<file path="src/rtl/rom_burst_arbiter_pkg.sv">
// Shared types and constants for the ROM burst arbiter.
// Latency: n/a (declarations only).
// Backpressure: n/a.
package rom_arb_pkg;

  localparam int ADDR_W_DFLT = 5;
  localparam int DATA_W_DFLT = 8;
  localparam int ROM_DEPTH   = 2 ** ADDR_W_DFLT;

  typedef enum logic [1:0] {
    IDLE  = 2'd0,
    ISSUE = 2'd1,
    DRAIN = 2'd2
  } state_t;

  // Requester-index width; a single requester still needs one bit.
  function automatic int id_w(input int n);
    return (n > 1) ? $clog2(n) : 1;
  endfunction

endpackage

</file>
<file path="src/rtl/rom_burst_arbiter_if.sv">
// Request, ROM and read-return signals of the ROM burst arbiter.
// Latency: n/a (wiring only).
// Backpressure: none; requesters hold req until granted.
interface rom_burst_arbiter_if
  import rom_arb_pkg::*;
#(
  parameter int ADDR_W = ADDR_W_DFLT,
  parameter int DATA_W = DATA_W_DFLT,
  parameter int NREQ   = 2
);
  localparam int ID_W = id_w(NREQ);

  logic [NREQ-1:0]        req;
  logic [NREQ*ADDR_W-1:0] start_addr;
  logic [NREQ*ADDR_W-1:0] len;
  logic [NREQ-1:0]        grant;
  logic                   busy;
  logic                   rom_en;
  logic [ADDR_W-1:0]      rom_addr;
  logic [DATA_W-1:0]      rom_data;
  logic                   rd_valid;
  logic [DATA_W-1:0]      rd_data;
  logic [ID_W-1:0]        rd_id;
  logic                   done;

  // Arbiter side.
  modport master (
    input  req, start_addr, len, rom_data,
    output grant, busy, rom_en, rom_addr, rd_valid, rd_data, rd_id, done
  );

  // Requesters plus ROM side.
  modport slave (
    output req, start_addr, len, rom_data,
    input  grant, busy, rom_en, rom_addr, rd_valid, rd_data, rd_id, done
  );

endinterface

</file>
<file path="src/rtl/rom_burst_arbiter_rr.sv">
// Picks one requester: round-robin from ptr, or lowest index with ROM_ARB_FIXED_PRIO_EN.
// Latency: combinational.
// Backpressure: none; caller decides when the winner is taken.
module rom_rr_arbiter
  import rom_arb_pkg::*;
#(
  parameter int NREQ  = 2,
  parameter int IDX_W = id_w(NREQ)
) (
  input  logic [NREQ-1:0]  req,
  input  logic [IDX_W-1:0] ptr,
  output logic [NREQ-1:0]  win,
  output logic [IDX_W-1:0] win_idx,
  output logic             any_req
);

  logic found;

  assign any_req = |req;

`ifdef ROM_ARB_FIXED_PRIO_EN
  // Fixed priority has no rotation, so the pointer is ignored.
  logic unused_ptr;
  assign unused_ptr = ^ptr;

  // Lowest-index requester always wins.
  always_comb begin
    win     = '0;
    win_idx = '0;
    found   = 1'b0;
    for (int k = 0; k < NREQ; k++) begin
      if (!found && req[k]) begin
        found   = 1'b1;
        win[k]  = 1'b1;
        win_idx = IDX_W'(k);
      end
    end
  end
`else
  logic [IDX_W-1:0] idx;

  // Search upward from ptr with wrap; first set request wins.
  always_comb begin
    win     = '0;
    win_idx = '0;
    found   = 1'b0;
    idx     = '0;
    for (int k = 0; k < NREQ; k++) begin
      idx = IDX_W'((int'(ptr) + k) % NREQ);
      if (!found && req[idx]) begin
        found    = 1'b1;
        win[idx] = 1'b1;
        win_idx  = idx;
      end
    end
  end
`endif

endmodule

</file>
<file path="src/rtl/rom_burst_arbiter.sv">
// Shares one sync-read ROM among NREQ requesters, one burst at a time (ROM_ARB_FIXED_PRIO_EN: fixed priority).
// Latency: grant 1 cycle after req, first read 1 cycle after grant, data ROM_LAT cycles after each read.
// Backpressure: requests are held off while busy; no stall once a burst issues.
module rom_burst_arbiter
  import rom_arb_pkg::*;
#(
  parameter int ADDR_W  = ADDR_W_DFLT,
  parameter int DATA_W  = DATA_W_DFLT,
  parameter int NREQ    = 2,
  parameter int ROM_LAT = 1
) (
  input  logic                clk,
  input  logic                rst,
  rom_burst_arbiter_if.master bus
);

  localparam int ID_W = id_w(NREQ);

  typedef struct packed {
    logic            vld;
    logic            last;
    logic [ID_W-1:0] id;
  } ret_t;

  state_t            state;
  logic [NREQ-1:0]   grant_q;
  logic [ADDR_W-1:0] start_q;
  logic [ADDR_W-1:0] len_q;
  logic [ADDR_W-1:0] cnt;
  logic [ADDR_W-1:0] rom_addr_q;
  logic [ADDR_W-1:0] sel_start;
  logic [ADDR_W-1:0] sel_len;
  logic              rom_en_q;
  logic              rom_last;
  logic [ID_W-1:0]   owner;
  logic [ID_W-1:0]   ptr;
  logic [ID_W-1:0]   win_idx;
  logic [NREQ-1:0]   win;
  logic              any_req;
  logic              take;
  logic              tail_done;
  ret_t              pipe [ROM_LAT];
  ret_t              tail;

  rom_rr_arbiter #(.NREQ(NREQ)) u_arb (
    .req     (bus.req),
    .ptr     (ptr),
    .win     (win),
    .win_idx (win_idx),
    .any_req (any_req)
  );

  // Pick the winner's start address and length out of the flat buses.
  always_comb begin
    sel_start = '0;
    sel_len   = '0;
    for (int i = 0; i < NREQ; i++) begin
      if (win_idx == ID_W'(i)) begin
        sel_start = bus.start_addr[i*ADDR_W +: ADDR_W];
        sel_len   = bus.len[i*ADDR_W +: ADDR_W];
      end
    end
  end

  assign tail      = pipe[ROM_LAT-1];
  assign tail_done = tail.vld & tail.last;

  // A new burst is accepted from a quiet IDLE, or on the done cycle so the
  // next grant can follow done back-to-back.
  assign take = any_req &
                (((state == IDLE) && (grant_q == '0)) ||
                 ((state == DRAIN) && tail_done));

`ifdef ROM_ARB_FIXED_PRIO_EN
  assign ptr = '0;
`else
  logic [ID_W-1:0] ptr_q;
  assign ptr = ptr_q;

  // Round-robin pointer moves just past the requester that was granted.
  always_ff @(posedge clk) begin
    if (rst) begin
      ptr_q <= '0;
    end else if (take) begin
      ptr_q <= (win_idx == ID_W'(NREQ - 1)) ? '0 : win_idx + ID_W'(1);
    end
  end
`endif

  // Burst sequencing: grant and latch, issue len+1 consecutive reads, drain the return pipe.
  always_ff @(posedge clk) begin
    if (rst) begin
      state      <= IDLE;
      grant_q    <= '0;
      start_q    <= '0;
      len_q      <= '0;
      cnt        <= '0;
      owner      <= '0;
      rom_en_q   <= 1'b0;
      rom_addr_q <= '0;
      rom_last   <= 1'b0;
    end else begin
      grant_q <= '0;
      if (take) begin
        grant_q <= win;
        start_q <= sel_start;
        len_q   <= sel_len;
        owner   <= win_idx;
      end
      case (state)
        IDLE: begin
          if (grant_q != '0) begin
            state      <= ISSUE;
            rom_en_q   <= 1'b1;
            rom_addr_q <= start_q;
            cnt        <= len_q;
            rom_last   <= (len_q == '0);
          end
        end
        ISSUE: begin
          if (cnt == '0) begin
            state    <= DRAIN;
            rom_en_q <= 1'b0;
            rom_last <= 1'b0;
          end else begin
            rom_addr_q <= rom_addr_q + ADDR_W'(1);
            cnt        <= cnt - ADDR_W'(1);
            rom_last   <= (cnt == ADDR_W'(1));
          end
        end
        DRAIN: begin
          if (tail_done) begin
            state <= IDLE;
          end
        end
        default: state <= IDLE;
      endcase
    end
  end

  // Return path: valid, owner and last flag ride ROM_LAT cycles behind each read.
  always_ff @(posedge clk) begin
    if (rst) begin
      for (int i = 0; i < ROM_LAT; i++) begin
        pipe[i] <= '0;
      end
    end else begin
      pipe[0].vld  <= rom_en_q;
      pipe[0].last <= rom_en_q & rom_last;
      pipe[0].id   <= rom_en_q ? owner : '0;
      for (int i = 1; i < ROM_LAT; i++) begin
        pipe[i] <= pipe[i-1];
      end
    end
  end

  assign bus.grant    = grant_q;
  assign bus.busy     = (grant_q != '0) || (state != IDLE);
  assign bus.rom_en   = rom_en_q;
  assign bus.rom_addr = rom_addr_q;
  assign bus.rd_valid = tail.vld;
  assign bus.rd_id    = tail.id;
  assign bus.rd_data  = tail.vld ? bus.rom_data : {DATA_W{1'b0}};
  assign bus.done     = tail_done;

endmodule
</file>
<file path="src/flat_wrapper.sv">
// flat-port wrapper written by rule: the top's interface ports become plain ports
module rom_burst_arbiter_flat import rom_arb_pkg::*;
#(
  parameter int ADDR_W  = ADDR_W_DFLT,
  parameter int DATA_W  = DATA_W_DFLT,
  parameter int NREQ    = 2,
  parameter int ROM_LAT = 1
)
  (clk, rst, bus_req, bus_start_addr, bus_len, bus_rom_data, bus_grant, bus_busy, bus_rom_en, bus_rom_addr, bus_rd_valid, bus_rd_data, bus_rd_id, bus_done);
  rom_burst_arbiter_if #(.ADDR_W(ADDR_W), .DATA_W(DATA_W), .NREQ(NREQ)) bus_i ();
  input  logic clk;
  input  logic rst;
  input wire logic [$bits(bus_i.req)-1:0] bus_req;
  input wire logic [$bits(bus_i.start_addr)-1:0] bus_start_addr;
  input wire logic [$bits(bus_i.len)-1:0] bus_len;
  input wire logic [$bits(bus_i.rom_data)-1:0] bus_rom_data;
  output wire logic [$bits(bus_i.grant)-1:0] bus_grant;
  output wire logic [$bits(bus_i.busy)-1:0] bus_busy;
  output wire logic [$bits(bus_i.rom_en)-1:0] bus_rom_en;
  output wire logic [$bits(bus_i.rom_addr)-1:0] bus_rom_addr;
  output wire logic [$bits(bus_i.rd_valid)-1:0] bus_rd_valid;
  output wire logic [$bits(bus_i.rd_data)-1:0] bus_rd_data;
  output wire logic [$bits(bus_i.rd_id)-1:0] bus_rd_id;
  output wire logic [$bits(bus_i.done)-1:0] bus_done;
  assign bus_i.req = bus_req;
  assign bus_i.start_addr = bus_start_addr;
  assign bus_i.len = bus_len;
  assign bus_i.rom_data = bus_rom_data;
  assign bus_grant = bus_i.grant;
  assign bus_busy = bus_i.busy;
  assign bus_rom_en = bus_i.rom_en;
  assign bus_rom_addr = bus_i.rom_addr;
  assign bus_rd_valid = bus_i.rd_valid;
  assign bus_rd_data = bus_i.rd_data;
  assign bus_rd_id = bus_i.rd_id;
  assign bus_done = bus_i.done;
  rom_burst_arbiter #(.ADDR_W(ADDR_W), .DATA_W(DATA_W), .NREQ(NREQ), .ROM_LAT(ROM_LAT)) u_core (.clk(clk), .rst(rst), .bus(bus_i));
endmodule
</file>
<file path="config.mk">
export PLATFORM = sky130hd
export DESIGN_NAME = rom_burst_arbiter_flat
export DESIGN_NICKNAME = d
export VERILOG_FILES = /design/src/rtl/rom_burst_arbiter_pkg.sv /design/src/rtl/rom_burst_arbiter_if.sv /design/src/rtl/rom_burst_arbiter_rr.sv /design/src/rtl/rom_burst_arbiter.sv /design/src/flat_wrapper.sv
export SDC_FILE = /design/constraint.sdc
export NUM_CORES = 1
export LEC_CHECK = 0
export ABC_AREA = 0
export CORE_MARGIN = 3
export CORE_UTILIZATION = 46
export CTS_CLUSTER_SIZE = 30
export DETAILED_ROUTE_END_ITERATION = 7
export PLACE_DENSITY_LB_ADDON = 0.15
export RECOVER_POWER = 100
export SYNTH_ARGS = -nofsm -noshare
export SYNTH_HDL_FRONTEND = slang
export SYNTH_HIERARCHICAL = 1
export SYNTH_SLANG_ARGS = --single-unit
</file>
<file path="constraint.sdc">
create_clock -name clk -period 2.2 [get_ports clk]
set_clock_uncertainty 0.2 [all_clocks]
set_input_delay 0.22 -clock clk [delete_from_list [all_inputs] [get_ports clk]]
set_output_delay 0.22 -clock clk [all_outputs]
set_load 0.1 [all_outputs]
</file>
==> impl_metrics.py, run 1 <==
metrics = {
    "worst_setup_path": {
        "reg2reg_from": "u_core/state[1]",
        "worstPathMaxFanout": 8,
        "crit_buf_inv": 1,
        "critPathCaptureType": "output pin",
        "crit_chain": "or2_2 > or3_2 > buf_12",
        "required_ps": 1780,
        "startpoint_type": "register",
        "slowest_delay_ps": 450,
        "regToRegSetupSlack_ps": 160,
        "crit_type": "register to output pin",
        "worstReg2RegEnd": "u_core/start_q[4]",
        "cp_top_family": "simple AND/OR/NAND/NOR gates",
        "critPathSlowestCell": "or3_2",
        "r2r_cells": 5,
        "arrival_ps": 1700,
    },
    "yosys": {
        "syn_inst": 181,
        "syn-num-nets": 216,
        "ys_ff_latch": 31,
        "synth.cell_area_um2": 1610,
        "avgSynthCellArea_um2": 8.90,
        "yosysSeqAreaShare": 0.385,
        "synth_async_sr_flop_share": 0,
        "synth_edf_count": 0,
        "yosysWarnings": 6,
        "ys.flop_type": "dfxtp_1",
        "netlist-cell-type-count": 39,
    },
    "sta": {
        "fin_ws_ps": 78.0,
        "fin_crit_sh": 0.965,
        "tightest_slew_ps": 758,
        "drv_slew": 0,
        "finalSetupViolCount": 0,
        "finalCriticalPeriod_ps": 2120,
        "fmax_mhz": 471,
        "rsz0062_at_grt": "false",
        "fin_setup_tns_ps": 0,
        "relSlewSlack": 0.495,
        "hold_viol": 0,
    },
    "floorplanning": {
        "row_count": 20,
        "fp.coreArea_um2": 3200,
        "die_w_um": 65.2,
        "die_area_um2": 4250,
        "start_util": 0.503,
        "io-pin-count": 52,
        "die_h_um": 65.2,
    },
    "clocking": {
        "cts_buffer_depth": 2,
        "cts_buffers": 5,
        "cts_sinks": 31,
        "hold_buffers": 0,
        "clockRootBuffer": "clkbuf_4",
        "insertion_delay_ps": 320,
        "cts_tree": "yes",
        "clk_pin_slew_worst_paths_ps": 90,
        "cts_setup_buffers": 0,
        "ctsHtreeMaxLevel": 2,
    },
    "power_and_ir_drop": {
        "leakage_nw": 0.855,
        "peakVddDrop_mv": 0.528,
        "power_density_nw_per_um2": 832,
    },
    "final_layout": {
        "final_nets": 269,
        "seqCellArea_um2": 622,
        "fillers": 291,
        "fin_util": 0.671,
        "area_delta_synth_final_pct": 33.5,
        "multi_input_area_um2": 896,
        "drive_gt1_frac": 0.196,
        "n_antenna_cell": 0,
    },
    "routing": {
        "vias": 1492,
        "postRouteAntennaNets": 0,
        "wire_per_inst_um": 13.8,
        "drc": 0,
        "via_per_inst": 5.35,
        "drt-initial-drc-count": 78,
        "drtPass1Iterations": 4,
        "drt_wl_total_um": 3860,
    },
    "grt": {
        "grt_pass1_vias": 1429,
        "grt_pass1_wl_um": 6600,
        "antenna_found_initial": 0,
        "grt_max_degree": 21,
        "grt_util_all_layers": 0.202,
        "grt-ovfl-total": 0,
    },
    "placed_design": {
        "hpwl_um": 3070,
        "routabilityCongestion": 0.826,
        "dp_slack_ps": 309,
        "io_buffers": 51,
    },
    "min_path": {
        "hold_path_class": "register to register",
        "holdPathEnd": "u_core/pipe[0][0]",
        "holdPathStages": 1,
        "holdCritStartpoint": "u_core/owner",
    },
    "run": {
        "maxCapViolCount": 0,
    },
    "outcome": {
        "status": "complete, no violations",
    },
}
layout make-up:
class	count	share of cell area
clock buffers	7	0.0209
clock inverters	1	0.00233
inverters	4	0.00698
multi-input cells	136	0.417
flip-flops and latches	31	0.289
well taps	44	0.0256
repair buffers	56	0.239
state kept, by name (all words and copies together) (netlist names):
register / flops
u_core/bus.rom_addr: 5
u_core/ptr: 1
u_core/pipe: 3
u_core/len_q: 5
u_core/bus.rom_en: 1
u_core/owner: 1
u_core/rom_last: 1
u_core/cnt: 5
u_core/state: 2
u_core/bus.grant: 2
u_core/start_q: 5
synthesized netlist by cell type, types with 2 or more instances:
| cell | instances | area [µm²] |
|---|---|---|
| nand2_1 | 8 | 30.0 |
| a311oi_1 | 2 | 17.5 |
| ha_1 | 3 | 37.5 |
| a211oi_1 | 3 | 22.5 |
| dfxtp_1 | 31 | 621 |
| nor2b_1 | 2 | 12.5 |
| nand3_1 | 3 | 15.0 |
| nor3_1 | 6 | 30.0 |
| nor3b_1 | 2 | 15.0 |
| nor2_1 | 22 | 82.6 |
| nand2b_1 | 5 | 31.3 |
| buf_4 | 2 | 15.0 |
| inv_1 | 4 | 15.0 |
| and2_1 | 17 | 106 |
| buf_1 | 2 | 7.51 |
| or3_1 | 2 | 12.5 |
| buf_6 | 2 | 22.5 |
| a21oi_1 | 12 | 60.1 |
| clkbuf_1 | 2 | 7.51 |
| mux2i_1 | 12 | 120 |
| a21boi_0 | 3 | 22.5 |
| nor4_1 | 2 | 12.5 |
| and3b_1 | 2 | 17.5 |
| o21ai_0 | 9 | 45.0 |
| buf_2 | 2 | 10.0 |
| a211oi_2 | 8 | 100 |
how the worst max path moves through the flow:
stage          depth (start not counted)                 to               from  slack [ps]
2_1_floorplan                          4    u_core/state[1]  u_core/pipe[0][2]        0.07
5_1_grt                                3           bus_busy    u_core/state[0]          10
3_5_place_dp                           7  u_core/start_q[3]         bus_req[1]         310
6_report                               3           bus_busy    u_core/state[0]          80
4_1_cts                                3           bus_busy    u_core/state[1]          40
3_3_place_gp                           7    u_core/len_q[1]         bus_req[0]         390
metal layers:
metal / share of wire / vias to the layer above / track usage
met2: 0.53 / 52 / 0.349
met3: 0.056 / 6 / 0.0530
met4: 0.012 / 0 / 0.0984
li1: - / 745 / -
met1: 0.40 / 689 / 0.230
met5: 0 / - / 0
repair_timing:
item | 4_1_cts | 5_1_grt
endpoints found under the hold margin | 0 | 0
setup endpoints to repair | 0 | 1
resized for setup | 0 | 1
through the flow:
stage	cell area, µm²	std cells	power, mW	hold WS [ps]
after global placement	2250	271	1.52	249
after CTS	2300	279	1.85	271
final	2150	279	1.79	271
after floorplan	1620	181	1.32	106
after global routing	2150	279	1.90	301
after detailed placement	2250	271	1.55	245
where the power goes:
| part | internal [mW] | switching, mW | total, mW |
|---|---|---|---|
| Sequential | 0.645 | 0.0752 | 0.720 |
| Combinational | 0.281 | 0.482 | 0.763 |
| Clock | 0.124 | 0.182 | 0.306 |
layout by cell type, fill, tap and decap left out, types with 2 or more instances in the layout:
cell and instances:
dfxtp_1 30, clkbuf_4 5, nand2b_1 5, clkdlybuf4s50_1 30, clkbuf_2 16, nand2_1 8, a311oi_1 2, nor2b_1 2
and2_1 6, a211oi_2 5, nand3_1 3, a21boi_0 2, nor3b_1 2, buf_12 5, and2_0 5, buf_4 2
nor2_1 22, clkbuf_1 4, inv_1 4, nor4_1 2, o21ai_0 9, a21oi_1 13, ha_1 3, and2_2 6
mux2i_1 12, nor3_1 6, a211oi_1 6, and3b_1 2
cell families (layout without fill, tap and decap cells):
kind of cell | count (synthesis) | after routing | share of synthesized area
DFF | 31 | 31 | 0.385
AOI/OAI and AO/OA | 44 | 44 | 0.208
muxes | 12 | 12 | 0.0745
and+or+nand+nor | 77 | 77 | 0.261
adders and majority gates | 3 | 3 | 0.0233
buffers and inverters | 14 | 68 | 0.0481
Power figures use the tool's default switching activity.
==> run 2, diff against run 1 <==
Settings changed: MAX_ROUTING_LAYER from default to met4.
==> impl_metrics.py, run 2 (synthesis gave the netlist of run 1 again) <==
metrics = {
    "outcome": {
        "status": "complete, no violations",
    },
    "routing": {
        "drtPass1Iterations": 4,
        "wire_per_inst_um": 14.0,
        "top_layer": "met4",
        "met3_length_um": 214,
        "drt-initial-drc-count": 90,
        "wl_met2_um": 2060,
        "vias": 1488,
        "drc": 0,
        "postRouteAntennaNets": 0,
        "drt_wl_total_um": 3890,
        "via_per_inst": 5.33,
        "wl_met1_um": 1570,
    },
    "grt": {
        "grt_max_degree": 21,
        "grt_util_all_layers": 0.207,
        "grt_pass1_vias": 1431,
        "grt_pass1_wl_um": 6590,
        "grt-ovfl-total": 0,
        "antenna_found_initial": 0,
    },
    "floorplanning": {
        "die_area_um2": 4250,
        "fp.coreArea_um2": 3200,
        "die_w_um": 65.2,
        "die_h_um": 65.2,
        "row_count": 20,
        "io-pin-count": 52,
        "start_util": 0.503,
    },
    "clocking": {
        "cts_sinks": 31,
        "insertion_delay_ps": 320,
        "clk_pin_slew_worst_paths_ps": 90,
        "cts_tree": "yes",
        "clockRootBuffer": "clkbuf_4",
        "cts_buffer_depth": 2,
        "ctsHtreeMaxLevel": 2,
        "cts_setup_buffers": 0,
        "cts_buffers": 5,
    },
    "placed_design": {
        "dp_slack_ps": 309,
        "routabilityCongestion": 0.838,
        "io_buffers": 51,
        "hpwl_um": 3070,
    },
    "sta": {
        "finalSetupViolCount": 0,
        "fin_crit_sh": 0.967,
        "relSlewSlack": 0.510,
        "fin_ws_ps": 72.5,
        "fmax_mhz": 470,
        "fin_setup_tns_ps": 0,
        "tightest_slew_ps": 736,
        "finalCriticalPeriod_ps": 2130,
        "drv_slew": 0,
        "hold_viol": 0,
        "rsz0062_at_grt": "false",
    },
    "power_and_ir_drop": {
        "peakVddDrop_mv": 0.528,
        "total_power_mw": 1.79,
        "leakage_nw": 0.854,
        "power.switching_uw": 738,
        "internal-power_mw": 1.05,
        "pwr-share-clk": 0.172,
        "seq_power_share": 0.403,
        "power_density_nw_per_um2": 833,
        "comb_power_share": 0.425,
        "p_sw_frac": 0.413,
    },
    "worst_setup_path": {
        "required_ps": 1780,
        "crit_type": "register to output pin",
        "worstReg2RegEnd": "u_core/len_q[2]",
        "critPathCaptureType": "output pin",
        "reg2reg_from": "u_core/state[1]",
        "arrival_ps": 1710,
        "worstPathMaxFanout": 8,
        "critPathSlowestCell": "or3_2",
        "crit_chain": "or2_2 > or3_2 > buf_12",
        "slowest_delay_ps": 450,
        "r2r_cells": 5,
        "regToRegSetupSlack_ps": 140,
        "startpoint_type": "register",
    },
    "min_path": {
        "holdPathEnd": "u_core/pipe[0][0]",
        "holdPathStages": 1,
        "holdCritStartpoint": "u_core/owner",
        "hold_path_class": "register to register",
    },
    "final_layout": {
        "n_antenna_cell": 0,
        "area_delta_synth_final_pct": 33.2,
        "drive_gt1_frac": 0.191,
        "final_nets": 269,
        "final_cell_mix": "30 x clkdlybuf4s50_1, 30 x dfxtp_1, 22 x nor2_1, 16 x clkbuf_2, 13 x a21oi_1",
    },
    "run": {
        "maxCapViolCount": 0,
    },
}
## run 2: cell count changes in the layout (fill, tap and decap cells not counted)
cell	change
a211oi_1	+1
a211oi_2	-1
## run 2: cell type report
| type | instances | area, µm² |
|---|---|---|
| clock inverters | 1 | 5.00 |
| multi-input cells | 136 | 891 |
| flip-flops and latches | 31 | 622 |
| clock buffers | 7 | 45.0 |
| repair buffers | 56 | 513 |
| fillers | 292 | 1060 |
| inverters | 4 | 15.0 |
| well taps | 44 | 55.1 |
## run 2: critical path: cells and delay by family, from the launching register on
family / cells / cell delay [ps]
AND/OR/NAND/NOR: 2 / 800
flip-flops: 1 / 400
buffers and inverters: 1 / 180
## run 2: routing by layer
metal  global-route usage  vias to the layer above
met3               0.0479                        6
met4               0.0984                        0
li1                     -                      745
met1                0.232                      686
met5                    -                        -
met2                0.348                       51
## run 2: worst max path at each step
stage	start	to	slack (ps)	cells past startpoint
finish	u_core/state[0]	bus_busy	70	3
floorplan	u_core/pipe[0][2]	u_core/state[1]	0.07	4
detailed placement	bus_req[1]	u_core/start_q[3]	310	7
global placement	bus_req[0]	u_core/len_q[1]	390	7
global route	u_core/state[1]	u_core/len_q[2]	10	5
CTS	u_core/state[1]	bus_busy	40	3
## run 2: what timing repair did
item	CTS	global route
hold buffers	0	0
endpoints found under the setup margin	0	1
resized for setup	0	1
## run 2: through the flow
step	std cells	area, µm²	hold WS [ps]	util
5_1_grt	279	2150	301	0.670
3_5_place_dp	271	2250	245	0.703
6_report	279	2150	271	0.670
4_1_cts	279	2300	271	0.719
3_3_place_gp	271	2250	249	0.703
2_1_floorplan	181	1620	106	-
## run 2: power by group through the flow
| stage | sequential, mW | clock, mW | combinational [mW] |
|---|---|---|---|
| 3_3_place_gp | 0.728 | 0 | 0.794 |
| 6_report | 0.720 | 0.306 | 0.760 |
| 2_1_floorplan | 0.841 | 0 | 0.476 |
| 5_1_grt | 0.735 | 0.347 | 0.815 |
| 3_5_place_dp | 0.732 | 0 | 0.815 |
| 4_1_cts | 0.719 | 0.317 | 0.818 |
==> run 3, diff against run 2 <==
Settings changed: CAP_MARGIN from default to 10, SLEW_MARGIN from default to 0.
==> results of run 3 <==
Same layout as run 2: the final DEF is identical, and so are final timing and power.
